<file path="src/rtl/axi_fifo_pkg.sv">
// rtl/axi_fifo_pkg.sv - register map, response codes and IRQ bit positions for the AXI FIFO bridge
package axi_fifo_pkg;

    // Register word indices (byte offset >> 2)
    localparam logic [2:0] REG_TX_DATA    = 3'd0;
    localparam logic [2:0] REG_RX_DATA    = 3'd1;
    localparam logic [2:0] REG_CTRL       = 3'd2;
    localparam logic [2:0] REG_THRESH     = 3'd3;
    localparam logic [2:0] REG_IRQ_STATUS = 3'd4;

    localparam int IRQ_TX_LOW  = 0;
    localparam int IRQ_RX_HIGH = 1;
    localparam int IRQ_RX_OVF  = 2;
    localparam int IRQ_TX_OVF  = 3;

    typedef enum logic [1:0] {
        OKAY   = 2'b00,
        SLVERR = 2'b10
    } axi_resp_t;

    typedef enum logic {
        RD_IDLE,
        RD_RESP
    } rd_state_t;

endpackage

</file>
<file path="src/rtl/axi_fifo_bridge_if.sv">
// rtl/axi_fifo_bridge_if.sv - AXI4-Lite bus bundle with master/slave views
interface axi_fifo_bridge_if #(
    parameter int ADDR_WIDTH = 32,
    parameter int DATA_WIDTH = 32
);
    logic [ADDR_WIDTH-1:0]   awaddr;
    logic [2:0]              awprot;
    logic                    awvalid;
    logic                    awready;
    logic [DATA_WIDTH-1:0]   wdata;
    logic [DATA_WIDTH/8-1:0] wstrb;
    logic                    wvalid;
    logic                    wready;
    logic [1:0]              bresp;
    logic                    bvalid;
    logic                    bready;
    logic [ADDR_WIDTH-1:0]   araddr;
    logic [2:0]              arprot;
    logic                    arvalid;
    logic                    arready;
    logic [DATA_WIDTH-1:0]   rdata;
    logic [1:0]              rresp;
    logic                    rvalid;
    logic                    rready;

    modport master (
        output awaddr, awprot, awvalid, wdata, wstrb, wvalid, bready,
               araddr, arprot, arvalid, rready,
        input  awready, wready, bresp, bvalid, arready, rdata, rresp, rvalid
    );

    modport slave (
        input  awaddr, awprot, awvalid, wdata, wstrb, wvalid, bready,
               araddr, arprot, arvalid, rready,
        output awready, wready, bresp, bvalid, arready, rdata, rresp, rvalid
    );

endinterface

</file>
<file path="src/rtl/sync_fifo.sv">
// rtl/sync_fifo.sv - single-clock first-word-fall-through FIFO with level, flush and overflow pulse
module sync_fifo #(
    parameter int DATA_WIDTH = 32,
    parameter int DEPTH      = 16,
    localparam int LW        = $clog2(DEPTH) + 1,
    localparam int PW        = $clog2(DEPTH)
) (
    input  logic                  clk,
    input  logic                  rst,
    input  logic                  push,
    input  logic                  pop,
    input  logic                  flush,
    input  logic [DATA_WIDTH-1:0] data_in,
    output logic [DATA_WIDTH-1:0] data_out,
    output logic [LW-1:0]         level,
    output logic                  full,
    output logic                  empty,
    output logic                  overflow
);

    logic [DATA_WIDTH-1:0] mem [DEPTH];
    logic [PW-1:0]         wr_ptr;
    logic [PW-1:0]         rd_ptr;
    logic [LW-1:0]         level_q;
    logic                  do_push;
    logic                  do_pop;

    assign empty    = (level_q == '0);
    assign full     = (level_q == LW'(DEPTH));
    assign do_pop   = pop && !empty;
    // A push into a full FIFO only fits when the head leaves in the same cycle
    assign do_push  = push && (!full || do_pop);
    assign overflow = push && full && !do_pop;
    assign level    = level_q;
    assign data_out = mem[rd_ptr];

    always_ff @(posedge clk) begin
        if (rst || flush) begin
            wr_ptr  <= '0;
            rd_ptr  <= '0;
            level_q <= '0;
        end else begin
            if (do_push) wr_ptr <= wr_ptr + 1'b1;
            if (do_pop)  rd_ptr <= rd_ptr + 1'b1;
            level_q <= level_q + {{(LW-1){1'b0}}, do_push} - {{(LW-1){1'b0}}, do_pop};
        end
    end

    always_ff @(posedge clk) begin
        if (do_push && !flush) mem[wr_ptr] <= data_in;
    end

endmodule

</file>
<file path="src/rtl/axi_fifo_bridge.sv">
// rtl/axi_fifo_bridge.sv - AXI4-Lite register front end for a TX/RX FIFO pair with thresholds and IRQ
module axi_fifo_bridge
    import axi_fifo_pkg::*;
#(
    parameter int DATA_WIDTH = 32,
    parameter int ADDR_WIDTH = 32,
    parameter int DEPTH      = 16,
    localparam int LW        = $clog2(DEPTH) + 1
) (
    input  logic                  S_AXI_ACLK,
    input  logic                  S_AXI_ARESET,
    axi_fifo_bridge_if.slave      s_axi,
    input  logic                  tx_pop,
    output logic [DATA_WIDTH-1:0] tx_data,
    output logic                  tx_empty,
    output logic [LW-1:0]         tx_level,
    input  logic                  rx_push,
    input  logic [DATA_WIDTH-1:0] rx_data,
    output logic                  rx_full,
    output logic [LW-1:0]         rx_level,
    output logic                  irq
);

    logic                  aw_held, w_held, bvalid_q, wr_exec;
    logic [2:0]            aw_idx, ar_idx;
    logic [DATA_WIDTH-1:0] w_data;
    axi_resp_t             bresp_q, wr_resp, rresp_q, rd_resp;
    logic [DATA_WIDTH-1:0] rdata_q, rd_data, rx_head;
    rd_state_t             rd_state, rd_next;
    logic                  ar_hs, rx_pop, tx_full, rx_empty;
    logic                  tx_push, tx_flush, rx_flush, tx_ovf, rx_ovf, ctrl_wr, w1c;
    logic [3:0]            irq_en, irq_status;
    logic                  tx_ovf_s, rx_ovf_s;
    logic [15:0]           tx_low_thr, rx_high_thr;
    logic                  unused_bits;

    assign unused_bits = ^{s_axi.awaddr[ADDR_WIDTH-1:0], s_axi.araddr, s_axi.awprot,
                           s_axi.arprot, s_axi.wstrb};

    // Readies are held low while reset is asserted
    assign s_axi.awready = !aw_held && !S_AXI_ARESET;
    assign s_axi.wready  = !w_held && !S_AXI_ARESET;
    assign s_axi.bvalid  = bvalid_q;
    assign s_axi.bresp   = bresp_q;
    assign s_axi.arready = (rd_state == RD_IDLE) && !S_AXI_ARESET;
    assign s_axi.rvalid  = (rd_state == RD_RESP);
    assign s_axi.rdata   = rdata_q;
    assign s_axi.rresp   = rresp_q;

    assign wr_exec  = aw_held && w_held && !bvalid_q;
    assign tx_push  = wr_exec && (aw_idx == REG_TX_DATA);
    assign ctrl_wr  = wr_exec && (aw_idx == REG_CTRL);
    assign tx_flush = ctrl_wr && w_data[0];
    assign rx_flush = ctrl_wr && w_data[1];
    assign w1c      = wr_exec && (aw_idx == REG_IRQ_STATUS);

    always_comb begin
        wr_resp = SLVERR;
        case (aw_idx)
            REG_TX_DATA:    wr_resp = tx_ovf ? SLVERR : OKAY;
            REG_RX_DATA:    wr_resp = SLVERR;
            REG_CTRL,
            REG_THRESH,
            REG_IRQ_STATUS: wr_resp = OKAY;
            default:        wr_resp = SLVERR;
        endcase
    end

    always_ff @(posedge S_AXI_ACLK) begin
        if (S_AXI_ARESET) begin
            aw_held  <= 1'b0;
            w_held   <= 1'b0;
            aw_idx   <= '0;
            w_data   <= '0;
            bvalid_q <= 1'b0;
            bresp_q  <= OKAY;
        end else begin
            if (s_axi.awvalid && !aw_held) begin
                aw_held <= 1'b1;
                aw_idx  <= s_axi.awaddr[4:2];
            end else if (wr_exec) begin
                aw_held <= 1'b0;
            end
            if (s_axi.wvalid && !w_held) begin
                w_held <= 1'b1;
                w_data <= s_axi.wdata;
            end else if (wr_exec) begin
                w_held <= 1'b0;
            end
            if (wr_exec) begin
                bvalid_q <= 1'b1;
                bresp_q  <= wr_resp;
            end else if (bvalid_q && s_axi.bready) begin
                bvalid_q <= 1'b0;
            end
        end
    end

    always_ff @(posedge S_AXI_ACLK) begin
        if (S_AXI_ARESET) begin
            irq_en      <= '0;
            tx_low_thr  <= '0;
            rx_high_thr <= '0;
            tx_ovf_s    <= 1'b0;
            rx_ovf_s    <= 1'b0;
            irq         <= 1'b0;
        end else begin
            if (ctrl_wr) irq_en <= w_data[5:2];
            if (wr_exec && (aw_idx == REG_THRESH)) begin
                tx_low_thr  <= w_data[15:0];
                rx_high_thr <= w_data[31:16];
            end
            // A new overflow in the same cycle as its W1C keeps the flag set
            if (tx_ovf)                           tx_ovf_s <= 1'b1;
            else if (w1c && w_data[IRQ_TX_OVF])   tx_ovf_s <= 1'b0;
            if (rx_ovf)                           rx_ovf_s <= 1'b1;
            else if (w1c && w_data[IRQ_RX_OVF])   rx_ovf_s <= 1'b0;
            irq <= |(irq_status & irq_en);
        end
    end

    always_comb begin
        irq_status              = '0;
        irq_status[IRQ_TX_LOW]  = (tx_level <= LW'(tx_low_thr));
        irq_status[IRQ_RX_HIGH] = (rx_level >= LW'(rx_high_thr));
        irq_status[IRQ_RX_OVF]  = rx_ovf_s;
        irq_status[IRQ_TX_OVF]  = tx_ovf_s;
    end

    assign ar_idx = s_axi.araddr[4:2];
    assign ar_hs  = s_axi.arvalid && (rd_state == RD_IDLE);
    assign rx_pop = ar_hs && (ar_idx == REG_RX_DATA) && !rx_empty;

    always_comb begin
        rd_data = '0;
        rd_resp = OKAY;
        case (ar_idx)
            REG_TX_DATA:    rd_data = DATA_WIDTH'({tx_level, tx_full, tx_empty});
            REG_RX_DATA: begin
                if (rx_empty) rd_resp = SLVERR;
                else          rd_data = rx_head;
            end
            REG_CTRL:       rd_data = DATA_WIDTH'({irq_en, 2'b00});
            REG_THRESH:     rd_data = DATA_WIDTH'({rx_high_thr, tx_low_thr});
            REG_IRQ_STATUS: rd_data = DATA_WIDTH'(irq_status);
            default:        rd_resp = SLVERR;
        endcase
    end

    always_comb begin
        rd_next = rd_state;
        case (rd_state)
            RD_IDLE: if (s_axi.arvalid) rd_next = RD_RESP;
            RD_RESP: if (s_axi.rready)  rd_next = RD_IDLE;
            default: rd_next = RD_IDLE;
        endcase
    end

    always_ff @(posedge S_AXI_ACLK) begin
        if (S_AXI_ARESET) begin
            rd_state <= RD_IDLE;
            rdata_q  <= '0;
            rresp_q  <= OKAY;
        end else begin
            rd_state <= rd_next;
            if (ar_hs) begin
                rdata_q <= rd_data;
                rresp_q <= rd_resp;
            end
        end
    end

    sync_fifo #(.DATA_WIDTH(DATA_WIDTH), .DEPTH(DEPTH)) u_tx_fifo (
        .clk      (S_AXI_ACLK),
        .rst      (S_AXI_ARESET),
        .push     (tx_push),
        .pop      (tx_pop),
        .flush    (tx_flush),
        .data_in  (w_data),
        .data_out (tx_data),
        .level    (tx_level),
        .full     (tx_full),
        .empty    (tx_empty),
        .overflow (tx_ovf)
    );

    sync_fifo #(.DATA_WIDTH(DATA_WIDTH), .DEPTH(DEPTH)) u_rx_fifo (
        .clk      (S_AXI_ACLK),
        .rst      (S_AXI_ARESET),
        .push     (rx_push),
        .pop      (rx_pop),
        .flush    (rx_flush),
        .data_in  (rx_data),
        .data_out (rx_head),
        .level    (rx_level),
        .full     (rx_full),
        .empty    (rx_empty),
        .overflow (rx_ovf)
    );

endmodule

</file>
<file path="src/flat_wrapper.sv">
// flat-port wrapper written by rule: the top's interface ports become plain ports
module axi_fifo_bridge_flat import axi_fifo_pkg::*;
#(
    parameter int DATA_WIDTH = 32,
    parameter int ADDR_WIDTH = 32,
    parameter int DEPTH      = 16,
    localparam int LW        = $clog2(DEPTH) + 1
)
  (S_AXI_ACLK, S_AXI_ARESET, tx_pop, tx_data, tx_empty, tx_level, rx_push, rx_data, rx_full, rx_level, irq, s_axi_awaddr, s_axi_awprot, s_axi_awvalid, s_axi_wdata, s_axi_wstrb, s_axi_wvalid, s_axi_bready, s_axi_araddr, s_axi_arprot, s_axi_arvalid, s_axi_rready, s_axi_awready, s_axi_wready, s_axi_bresp, s_axi_bvalid, s_axi_arready, s_axi_rdata, s_axi_rresp, s_axi_rvalid);
  axi_fifo_bridge_if #(.ADDR_WIDTH(ADDR_WIDTH), .DATA_WIDTH(DATA_WIDTH)) s_axi_i ();
  input  logic S_AXI_ACLK;
  input  logic S_AXI_ARESET;
  input  logic tx_pop;
  output logic [DATA_WIDTH-1:0] tx_data;
  output logic tx_empty;
  output logic [LW-1:0] tx_level;
  input  logic rx_push;
  input  logic [DATA_WIDTH-1:0] rx_data;
  output logic rx_full;
  output logic [LW-1:0] rx_level;
  output logic irq;
  input wire logic [$bits(s_axi_i.awaddr)-1:0] s_axi_awaddr;
  input wire logic [$bits(s_axi_i.awprot)-1:0] s_axi_awprot;
  input wire logic [$bits(s_axi_i.awvalid)-1:0] s_axi_awvalid;
  input wire logic [$bits(s_axi_i.wdata)-1:0] s_axi_wdata;
  input wire logic [$bits(s_axi_i.wstrb)-1:0] s_axi_wstrb;
  input wire logic [$bits(s_axi_i.wvalid)-1:0] s_axi_wvalid;
  input wire logic [$bits(s_axi_i.bready)-1:0] s_axi_bready;
  input wire logic [$bits(s_axi_i.araddr)-1:0] s_axi_araddr;
  input wire logic [$bits(s_axi_i.arprot)-1:0] s_axi_arprot;
  input wire logic [$bits(s_axi_i.arvalid)-1:0] s_axi_arvalid;
  input wire logic [$bits(s_axi_i.rready)-1:0] s_axi_rready;
  output wire logic [$bits(s_axi_i.awready)-1:0] s_axi_awready;
  output wire logic [$bits(s_axi_i.wready)-1:0] s_axi_wready;
  output wire logic [$bits(s_axi_i.bresp)-1:0] s_axi_bresp;
  output wire logic [$bits(s_axi_i.bvalid)-1:0] s_axi_bvalid;
  output wire logic [$bits(s_axi_i.arready)-1:0] s_axi_arready;
  output wire logic [$bits(s_axi_i.rdata)-1:0] s_axi_rdata;
  output wire logic [$bits(s_axi_i.rresp)-1:0] s_axi_rresp;
  output wire logic [$bits(s_axi_i.rvalid)-1:0] s_axi_rvalid;
  assign s_axi_i.awaddr = s_axi_awaddr;
  assign s_axi_i.awprot = s_axi_awprot;
  assign s_axi_i.awvalid = s_axi_awvalid;
  assign s_axi_i.wdata = s_axi_wdata;
  assign s_axi_i.wstrb = s_axi_wstrb;
  assign s_axi_i.wvalid = s_axi_wvalid;
  assign s_axi_i.bready = s_axi_bready;
  assign s_axi_i.araddr = s_axi_araddr;
  assign s_axi_i.arprot = s_axi_arprot;
  assign s_axi_i.arvalid = s_axi_arvalid;
  assign s_axi_i.rready = s_axi_rready;
  assign s_axi_awready = s_axi_i.awready;
  assign s_axi_wready = s_axi_i.wready;
  assign s_axi_bresp = s_axi_i.bresp;
  assign s_axi_bvalid = s_axi_i.bvalid;
  assign s_axi_arready = s_axi_i.arready;
  assign s_axi_rdata = s_axi_i.rdata;
  assign s_axi_rresp = s_axi_i.rresp;
  assign s_axi_rvalid = s_axi_i.rvalid;
  axi_fifo_bridge #(.DATA_WIDTH(DATA_WIDTH), .ADDR_WIDTH(ADDR_WIDTH), .DEPTH(DEPTH)) u_core (.S_AXI_ACLK(S_AXI_ACLK), .S_AXI_ARESET(S_AXI_ARESET), .s_axi(s_axi_i), .tx_pop(tx_pop), .tx_data(tx_data), .tx_empty(tx_empty), .tx_level(tx_level), .rx_push(rx_push), .rx_data(rx_data), .rx_full(rx_full), .rx_level(rx_level), .irq(irq));
endmodule
</file>
<file path="config.mk">
export PLATFORM = sky130hd
export DESIGN_NAME = axi_fifo_bridge_flat
export DESIGN_NICKNAME = d
export VERILOG_FILES = /design/src/rtl/axi_fifo_pkg.sv /design/src/rtl/axi_fifo_bridge_if.sv /design/src/rtl/sync_fifo.sv /design/src/rtl/axi_fifo_bridge.sv /design/src/flat_wrapper.sv
export SDC_FILE = /design/constraint.sdc
export NUM_CORES = 1
export LEC_CHECK = 0
export ABC_CLOCK_PERIOD_IN_PS = 7500
export CAP_MARGIN = 5
export CORE_MARGIN = 4
export CORE_UTILIZATION = 55
export DETAILED_ROUTE_END_ITERATION = 16
export PLACE_DENSITY = 0.74
export SYNTH_ARGS = -nofsm -noshare
export SYNTH_HDL_FRONTEND = slang
export SYNTH_SLANG_ARGS = --single-unit
</file>
<file path="constraint.sdc">
create_clock -name S_AXI_ACLK -period 7.5 [get_ports S_AXI_ACLK]
set_input_delay 1.5 -clock S_AXI_ACLK [delete_from_list [all_inputs] [get_ports S_AXI_ACLK]]
set_output_delay 1.5 -clock S_AXI_ACLK [all_outputs]
set_load 0.05 [all_outputs]
</file>
Word level (Yosys, flattened, before mapping)
Memories as Yosys holds them, arrays and structs flattened. A register that Yosys moved wholly into a read port is not among the register bits.
Index checks and enable logic that the tools add are counted.
{"block": "totals", "ff_bits": 140, "ram_bits": 1024, "input_bits": 147, "output_inout_bits": 86, "wordCells": 127, "memories": 2}
{"block": "classes", "add_sub_neg": 8, "n_lt_le_gt_ge": 2, "eq_ne": 9, "muxes": 26, "bitwise_logic": 2, "reduce_logical": 57}
{"memory": "u_core.u_rx_fifo.mem", "words": 16, "word_bits": 32, "rd": 1, "rd_clocked_by_memory_dff": 1, "wr": 1, "line_no": "sync_fifo.sv:21", "source": "logic [DATA_WIDTH-1:0] mem [DEPTH];"}
{"memory": "u_core.u_tx_fifo.mem", "words": 16, "word_bits": 32, "rd": 1, "rd_clocked_by_memory_dff": 1, "wr": 1, "line_no": "sync_fifo.sv:21"}
{"op": "$pmux W32 S5", "n": 1}
{"op": "$mux W32", "n": 1}
{"op": "$logic_and A1 B1 Y1", "n": 29}
{"op": "$add A4 B1 Y4 const B", "n": 4}
{"op": "$mux W4", "n": 4}
{"op": "$mux W1", "n": 15}
{"op": "$eq A3 B2 Y1 const B", "n": 4}
{"op": "$logic_not A1 Y1", "n": 12}
{"op": "$add A5 B1 Y5", "n": 2}
{"op": "$eq A5 B5 Y1 const B", "n": 2}
{"op": "$logic_not A5 Y1", "n": 2}
{"op": "$reduce_bool A2 Y1", "n": 5}
{"op": "$sub A5 B1 Y5", "n": 2}
{"op": "$pmux W2 S2", "n": 2}
{"op": "$reduce_or A4 Y1", "n": 2}
{"op": "$eq A3 B3 Y1 const B", "n": 2}
{"op": "$logic_not A3 Y1", "n": 2}
{"op": "$ge A5 B5 Y1", "n": 1}
{"op": "$le A5 B5 Y1", "n": 1}
{"op": "$and A4 B4 Y4", "n": 1}
{"op": "$logic_or A1 B1 Y1", "n": 4}
{"op": "$mux W2", "n": 2}
{"op": "$eq A3 B1 Y1 const B", "n": 1}
{"op": "$reduce_or A3 Y1", "n": 1}
{"op": "2 further kinds", "n": 2}

Depth between registers and ports, before layout
Gate-level depths: netlist of the first run.
{"block": "logic_depth", "word_depth": 10, "ltp_mapped": 14, "mapped_depth_nobuf": 14}

Cells and area by module
A second synthesis of the first run with hierarchy kept.
{"block": "hier_totals", "cells_unflattened": 2363, "area_unflattened_um2": 44749.2}
{"mod": "sync_fifo", "n_inst": 2, "cells_per_inst": 897, "area_each_um2": 20016.7, "seq_area_each_um2": 15715.1}
{"mod": "axi_fifo_bridge", "n_inst": 1, "cells_per_inst": 569, "area_each_um2": 4715.8, "seq_area_each_um2": 2242.2}

Worst setup path before layout of the first run
No wires, ideal clock.
{"block": "synth_timing", "path_type": "input to register", "startpoint": "input tx_pop", "endpoint": "memory u_core.u_tx_fifo.mem[3][0] (enable)", "setup_time_ps": 461, "arrival_ps": 4532, "required_time_ps": 7039, "path_slack_ps": 2507, "stages": 4, "n_path_buf": 0, "cell_sequence": "nor2b_1 > a2111oi_4 > nand2_1 > nor3_1"}
{"block": "synth_via", "elab_chain_len": 6}
{"item": "start: declaration", "line_no": "flat_wrapper.sv:13", "source": "input logic tx_pop;"}
{"item": "$logic_and A1 B1 Y1", "line_no": "sync_fifo.sv:30", "source": "assign do_pop = pop && !empty;"}
{"item": "$logic_or A1 B1 Y1", "line_no": "sync_fifo.sv:32", "source": "assign do_push = push && (!full || do_pop);"}
{"item": "$logic_and A1 B1 Y1", "line_no": "sync_fifo.sv:32"}
{"item": "$logic_and A1 B1 Y1", "line_no": "sync_fifo.sv:50", "source": "if (do_push && !flush) mem[wr_ptr] <= data_in;"}
{"item": "$mux W1", "line_no": "sync_fifo.sv:50"}
{"item": "$mux W1 (not written as such)", "line_no": "sync_fifo.sv:50"}
{"item": "end: declaration", "line_no": "sync_fifo.sv:21"}
No other way between the ends.

==> impl_metrics.env, run 1 <==
export IMPL_clockBufferDepth=3
export IMPL_regArea_sq_um=33700
export IMPL_max_cap_violations=0
export IMPL_vias_per_cell=6.29
export IMPL_synth_ff_type="edfxtp_1"
export IMPL_yosysSeqAreaShare=0.749
export IMPL_p_leak_nw=16.0
export IMPL_wl_per_cell_um=28.8
export IMPL_core_sq_um=80800
export IMPL_powerDensity_nw_per_um2=295
export IMPL_path_class="register to output port"
export IMPL_dpl_cell_count=3459
export IMPL_synth_warnings=0
export IMPL_worst_pin_slew_ns=1.18
export IMPL_dieArea_sq_um=86300
export IMPL_multi_input_area_sq_um=10800
export IMPL_cts_sinks=1170
export IMPL_htree_levels=3
export IMPL_ys_types=59
export IMPL_tns_ns=0
export IMPL_fin_util=0.639
export IMPL_worstPathArrival_ns=4.00
export IMPL_fillers=5314
export IMPL_postRouteAntennaNets=0
export IMPL_async_flop_share=0
export IMPL_pin_count=233
export IMPL_ctsHoldBuffers=0
export IMPL_cp_end_kind="output port"
export IMPL_finalNetCount=2691
export IMPL_path_clk_slew_ns=0.06
export IMPL_synth_top_area_share=0.684
export IMPL_cts_buffers=110
export IMPL_vdd_drop_max_mv=0.271
export IMPL_synth_seq_cells=1170
export IMPL_vias=23100
export IMPL_die_h_um=294
export IMPL_first_pass_iters=7
export IMPL_areaGrowthSynthToFinish_pct=15.0
export IMPL_setup_slack_ns=2.00
export IMPL_synth_top_cells_by_count="edfxtp_1 (1024), mux4_2 (284), nand2_1 (245)"
export IMPL_portBuffers=162
export IMPL_yosys_cell_count_top_type="edfxtp_1"
export IMPL_crit_path_start_kind="register"
export IMPL_root_buffer="clkbuf_16"
export IMPL_rows=104
export IMPL_hpwl_um=60000
export IMPL_fin_skew_ns=0.0274
export IMPL_hold_viol=0
export IMPL_first_global_vias=23800
export IMPL_post_cts_setup_buffers=0
export IMPL_max_freq_mhz=182
export IMPL_drtIter0Drc=2602
export IMPL_clkLatencyLatePin_ns=0.67
export IMPL_post_place_ws_ns=2.36
export IMPL_antenna_found_initial=5
export IMPL_cp_max_fo=69
export IMPL_yosys_top_cells_area="edfxtp_1 (68%), mux4_2 (14%), dfxtp_1 (6.5%)"
export IMPL_drc_errors=0
export IMPL_layoutNonFillerInstCount=3673
export IMPL_finalSetupViolations=0
export IMPL_grt_remaining_overflow=0
export IMPL_critPathRequiredTime_ns=6.00
export IMPL_status="completed"
export IMPL_fin_hold_ws_ns=0.470
export IMPL_period_minus_slack_ns=5.50
export IMPL_gp_congestion=0.801
export IMPL_cts_repair_resized=0
export IMPL_routed_wl_um=106000
export IMPL_synth_cells=2314
export IMPL_maxSlewViolCount=0
export IMPL_synth_largest_area_cell="edfxtp_1"
export IMPL_tritoncts="done"
export IMPL_initial_utilization=0.556
export IMPL_hold_class="register to register"
export IMPL_hp_start="u_core.s_axi.bresp[1]$_SDFFE_PP0P_"
export IMPL_fin_crit_sh=0.733
export IMPL_grt_max_degree=77
export IMPL_drive_gt1_frac=0.220
export IMPL_rsz0062_at_grt="no"
export IMPL_netlist_area_sq_um=44900
export IMPL_avgSynthCellArea_sq_um=19.4
export IMPL_dieWidth_um=294
export IMPL_grt_total_usage=0.246
export IMPL_relSlewSlack=0.214
export IMPL_grt_first_pass_wirelength_um=156000
export IMPL_synth_edf_count=1024
export IMPL_r2r_start="u_core.u_tx_fifo.level[3]$_SDFF_PP0_"
-- sequential cells by signal, summed over array words and instances, names as in the netlist, 5 cells and up, named ones only --
| register | cells |
|---|---|
| u_core.u_rx_fifo.mem | 512 |
| u_core.u_tx_fifo.mem | 512 |
| u_core.s_axi.rdata | 32 |
| u_core.w_data | 32 |
| u_core.rx_high_thr | 16 |
| u_core.tx_low_thr | 16 |
| u_core.u_rx_fifo.level | 5 |
| u_core.u_tx_fifo.level | 5 |
-- worst max-delay path, stage by stage, from the launching register on --
cell and delay [ns]:
dfxtp_4 0.85, buf_12 0.54, mux4_2 0.61, mux4_2 0.50
clkdlybuf4s50_1 0.73
-- area by class of cell --
cell class / count / share of cell area
flip-flops and latches: 1170 / 0.652
inverters: 31 / 0.00225
repair buffers: 211 / 0.0389
well taps: 1060 / 0.0257
multi-input cells: 987 / 0.209
diodes: 5 / 0.000242
clock buffers: 165 / 0.0620
clock inverters: 44 / 0.00966
-- layout by cell type, fill, tap and decap left out, types with 10 or more instances in the layout --
cell type	instances
xor2_1	10
mux2_2	19
clkbuf_8	18
clkdlybuf4s50_1	161
nand2_1	245
inv_1	31
clkbuf_1	34
nor2_1	55
xnor2_1	10
a222oi_1	25
nor2_4	25
a311oi_1	25
mux4_2	284
buf_4	48
ha_1	31
bufinv_16	10
a21oi_1	107
clkbuf_16	113
clkinv_2	20
mux2i_1	23
dfxtp_1	139
edfxtp_1	1024
-- through the flow --
stage / cell area, sq um / power, mW
detailed placement: 48000 / 9.75
global placement: 48000 / 9.70
floorplan: 44900 / 9.09
global route: 51700 / 15.7
finish: 51700 / 15.2
CTS: 51700 / 15.3
-- layer usage --
layer | track usage | share of wire | vias to the layer above
met1 | 0.327 | 0.37 | 12000
met2 | 0.412 | 0.51 | 1143
met4 | 0.0855 | 0.034 | 2
met5 | 0 | 0.00019 | -
li1 | - | - | 9722
met3 | 0.0503 | 0.088 | 203
-- logic make-up (layout without fill, tap and decap cells) --
group,Yosys count,after routing,share of synthesized area
buffers and inverters,158,451,0.0153
DFF,1170,1170,0.749
xor gates and xnor gates,20,20,0.00390
and+or+nand+nor,396,396,0.0381
AOI/OAI and AO/OA,210,210,0.0316
muxes,326,326,0.152
adders and majority gates,33,33,0.00952
other,1,7,0.0000834
-- report_power, final --
group / switching (mW) / total (mW) / leakage (nW) / internal [mW]
combinational: 1.14 / 2.13 / 3.69 / 0.989
sequential: 0.226 / 7.46 / 10.5 / 7.23
clock: 2.34 / 5.63 / 1.82 / 3.29
-- path summary, 6_finish.rpt --
check,end,slack [ns],cells past startpoint
setup / recovery,tx_data[11],2.00,4
hold / removal,u_core.s_axi.bresp[1]$_SDFFE_PP0P_,0.47,2
setup reg to reg,u_core.u_tx_fifo.mem[11][31]$_DFFE_PP_,3.93,7
hold reg to reg,u_core.s_axi.bresp[1]$_SDFFE_PP0P_,0.47,2
Note: power is estimated with default switching activity, not from simulation.
==> run 2, diff against run 1 <==
Settings changed: ABC_CLOCK_PERIOD_IN_PS 7500 to 5200.
Clock period 7.5 ns to 5.2 ns, I/O delays scaled along.
==> run 2 against run 1 <==
Compared with the run above: flip-flop and latch count stayed put; non-clock buffer count rose by 21; via count about the same; wire length down 0.21%; core utilization up 0.45 points; largest cell class unchanged.
==> impl_metrics.env, run 2 (same netlist as run 1, synthesis figures left out) <==
export IMPL_status="completed"
export IMPL_cp_end_kind="output port"
export IMPL_fin_crit_sh=0.909
export IMPL_path_clk_slew_ns=0.06
export IMPL_areaGrowthSynthToFinish_pct=15.8
export IMPL_core_sq_um=80800
export IMPL_initial_utilization=0.556
export IMPL_routed_wl_um=106000
export IMPL_finalNetCount=2712
export IMPL_powerDensity_nw_per_um2=426
export IMPL_maxSlewViolCount=0
export IMPL_cts_sinks=1170
export IMPL_hold_class="register to register"
export IMPL_fin_util=0.644
export IMPL_max_freq_mhz=212
export IMPL_worstPathArrival_ns=3.69
export IMPL_drive_gt1_frac=0.232
export IMPL_antenna_found_initial=5
export IMPL_wl_per_cell_um=28.6
export IMPL_final_cell_mix="edfxtp_1 (1024), mux4_2 (284), nand2_1 (245)"
export IMPL_first_pass_iters=6
export IMPL_first_global_vias=23700
export IMPL_grt_max_degree=78
export IMPL_cp_max_fo=32
export IMPL_relSlewSlack=0.184
export IMPL_ctsHoldBuffers=0
export IMPL_dieArea_sq_um=86300
export IMPL_drtIter0Drc=2557
export IMPL_die_h_um=294
export IMPL_vdd_drop_max_mv=0.300
export IMPL_drc_errors=0
export IMPL_grt_total_usage=0.246
export IMPL_dieWidth_um=294
export IMPL_rsz0062_at_grt="no"
export IMPL_tns_ns=0
export IMPL_vias=23100
export IMPL_critPathRequiredTime_ns=4.16
export IMPL_path_class="register to output port"
export IMPL_portBuffers=162
export IMPL_min_delay_path_depth=2
export IMPL_rr_worst_depth=14
export IMPL_tritoncts="done"
export IMPL_cts_buffers=110
export IMPL_p_leak_nw=16.2
export IMPL_grt_first_pass_wirelength_um=155000
export IMPL_cts_repair_resized=0
export IMPL_pin_count=233
export IMPL_finalPower_mw=22.2
export IMPL_clockBufferDepth=3
export IMPL_hold_viol=0
export IMPL_worst_pin_slew_ns=1.22
export IMPL_fin_skew_ns=0.0229
export IMPL_htree_levels=3
export IMPL_vias_per_cell=6.26
export IMPL_period_minus_slack_ns=4.73
export IMPL_clkLatencyLatePin_ns=0.67
export IMPL_gp_congestion=0.835
export IMPL_rows=104
export IMPL_postRouteAntennaNets=0
export IMPL_post_cts_setup_buffers=0
export IMPL_reg_top3="u_core.u_rx_fifo.mem: 512 flops, u_core.u_tx_fifo.mem: 512 flops"
export IMPL_root_buffer="clkbuf_16"
export IMPL_grt_remaining_overflow=0
export IMPL_hpwl_um=62300
export IMPL_max_cap_violations=0
export IMPL_layout_commonest_cell="edfxtp_1"
export IMPL_crit_path_start_kind="register"
export IMPL_finalSetupViolations=0
-- run 2: changes by cell type in the layout (fill, tap and decap cells not counted), sizes merged --
| cell | delta |
|---|---|
| inv | +1 |
| clkbuf | -12 |
| clkinvlp | +7 |
| diode | -2 |
| clkinv | +5 |
| buf | +21 |
-- run 2: per-layer routing --
metal | up-vias | GRT usage | wire length (um)
li1 | 9779 | - | -
met1 | 12100 | 0.320 | 38800
met2 | 1054 | 0.420 | 54500
met3 | 206 | 0.0523 | 9040
met4 | 6 | 0.0780 | 3370
met5 | - | 0 | 41
-- run 2: layout make-up --
cell class,instances,area (sq um)
antenna,3,7.51
clock buffer,153,3210
clock inverter,57,569
fill,5252,28800
inverter,31,116
multi-input combinational,987,10800
sequential,1170,33700
tap,1060,1330
timing repair buffer,232,2310
-- run 2: worst paths after layout --
kind	start	endpoint	slack, ns
setup / recovery	register	tx_data[6]	0.47
hold / removal	u_core.s_axi.bresp[1]$_SDFFE_PP0P_	u_core.s_axi.bresp[1]$_SDFFE_PP0P_	0.46
setup reg to reg	u_core.u_tx_fifo.level[2]$_SDFF_PP0_	u_core.u_tx_fifo.level[4]$_SDFF_PP0_	1.87
hold reg to reg	u_core.s_axi.bresp[1]$_SDFFE_PP0P_	u_core.s_axi.bresp[1]$_SDFFE_PP0P_	0.46
-- run 2: critical path, cell delays in order (launching register included) --
cell	delay [ns]
dfxtp_4	0.81
buf_4	0.33
mux4_2	0.55
mux4_2	0.56
clkdlybuf4s50_1	0.74
-- run 2: power by group --
part	switching, mW	internal, mW	total (mW)
clock network	3.39	4.81	8.20
logic	1.72	1.49	3.21
registers	0.319	10.4	10.7
-- run 2: stage by stage --
stage / area [sq um] / hold WS, ns / setup slack, ns / instances
after global placement: 48200 / 0.453 / 0.852 / 3480
after detailed placement: 48200 / 0.456 / 0.742 / 3480
final: 52000 / 0.460 / 0.474 / 3693
after CTS: 52000 / 0.464 / 0.366 / 3690
after floorplan: 44900 / 0.433 / 0.595 / 2315
after global routing: 52000 / 0.483 / 0.289 / 3691
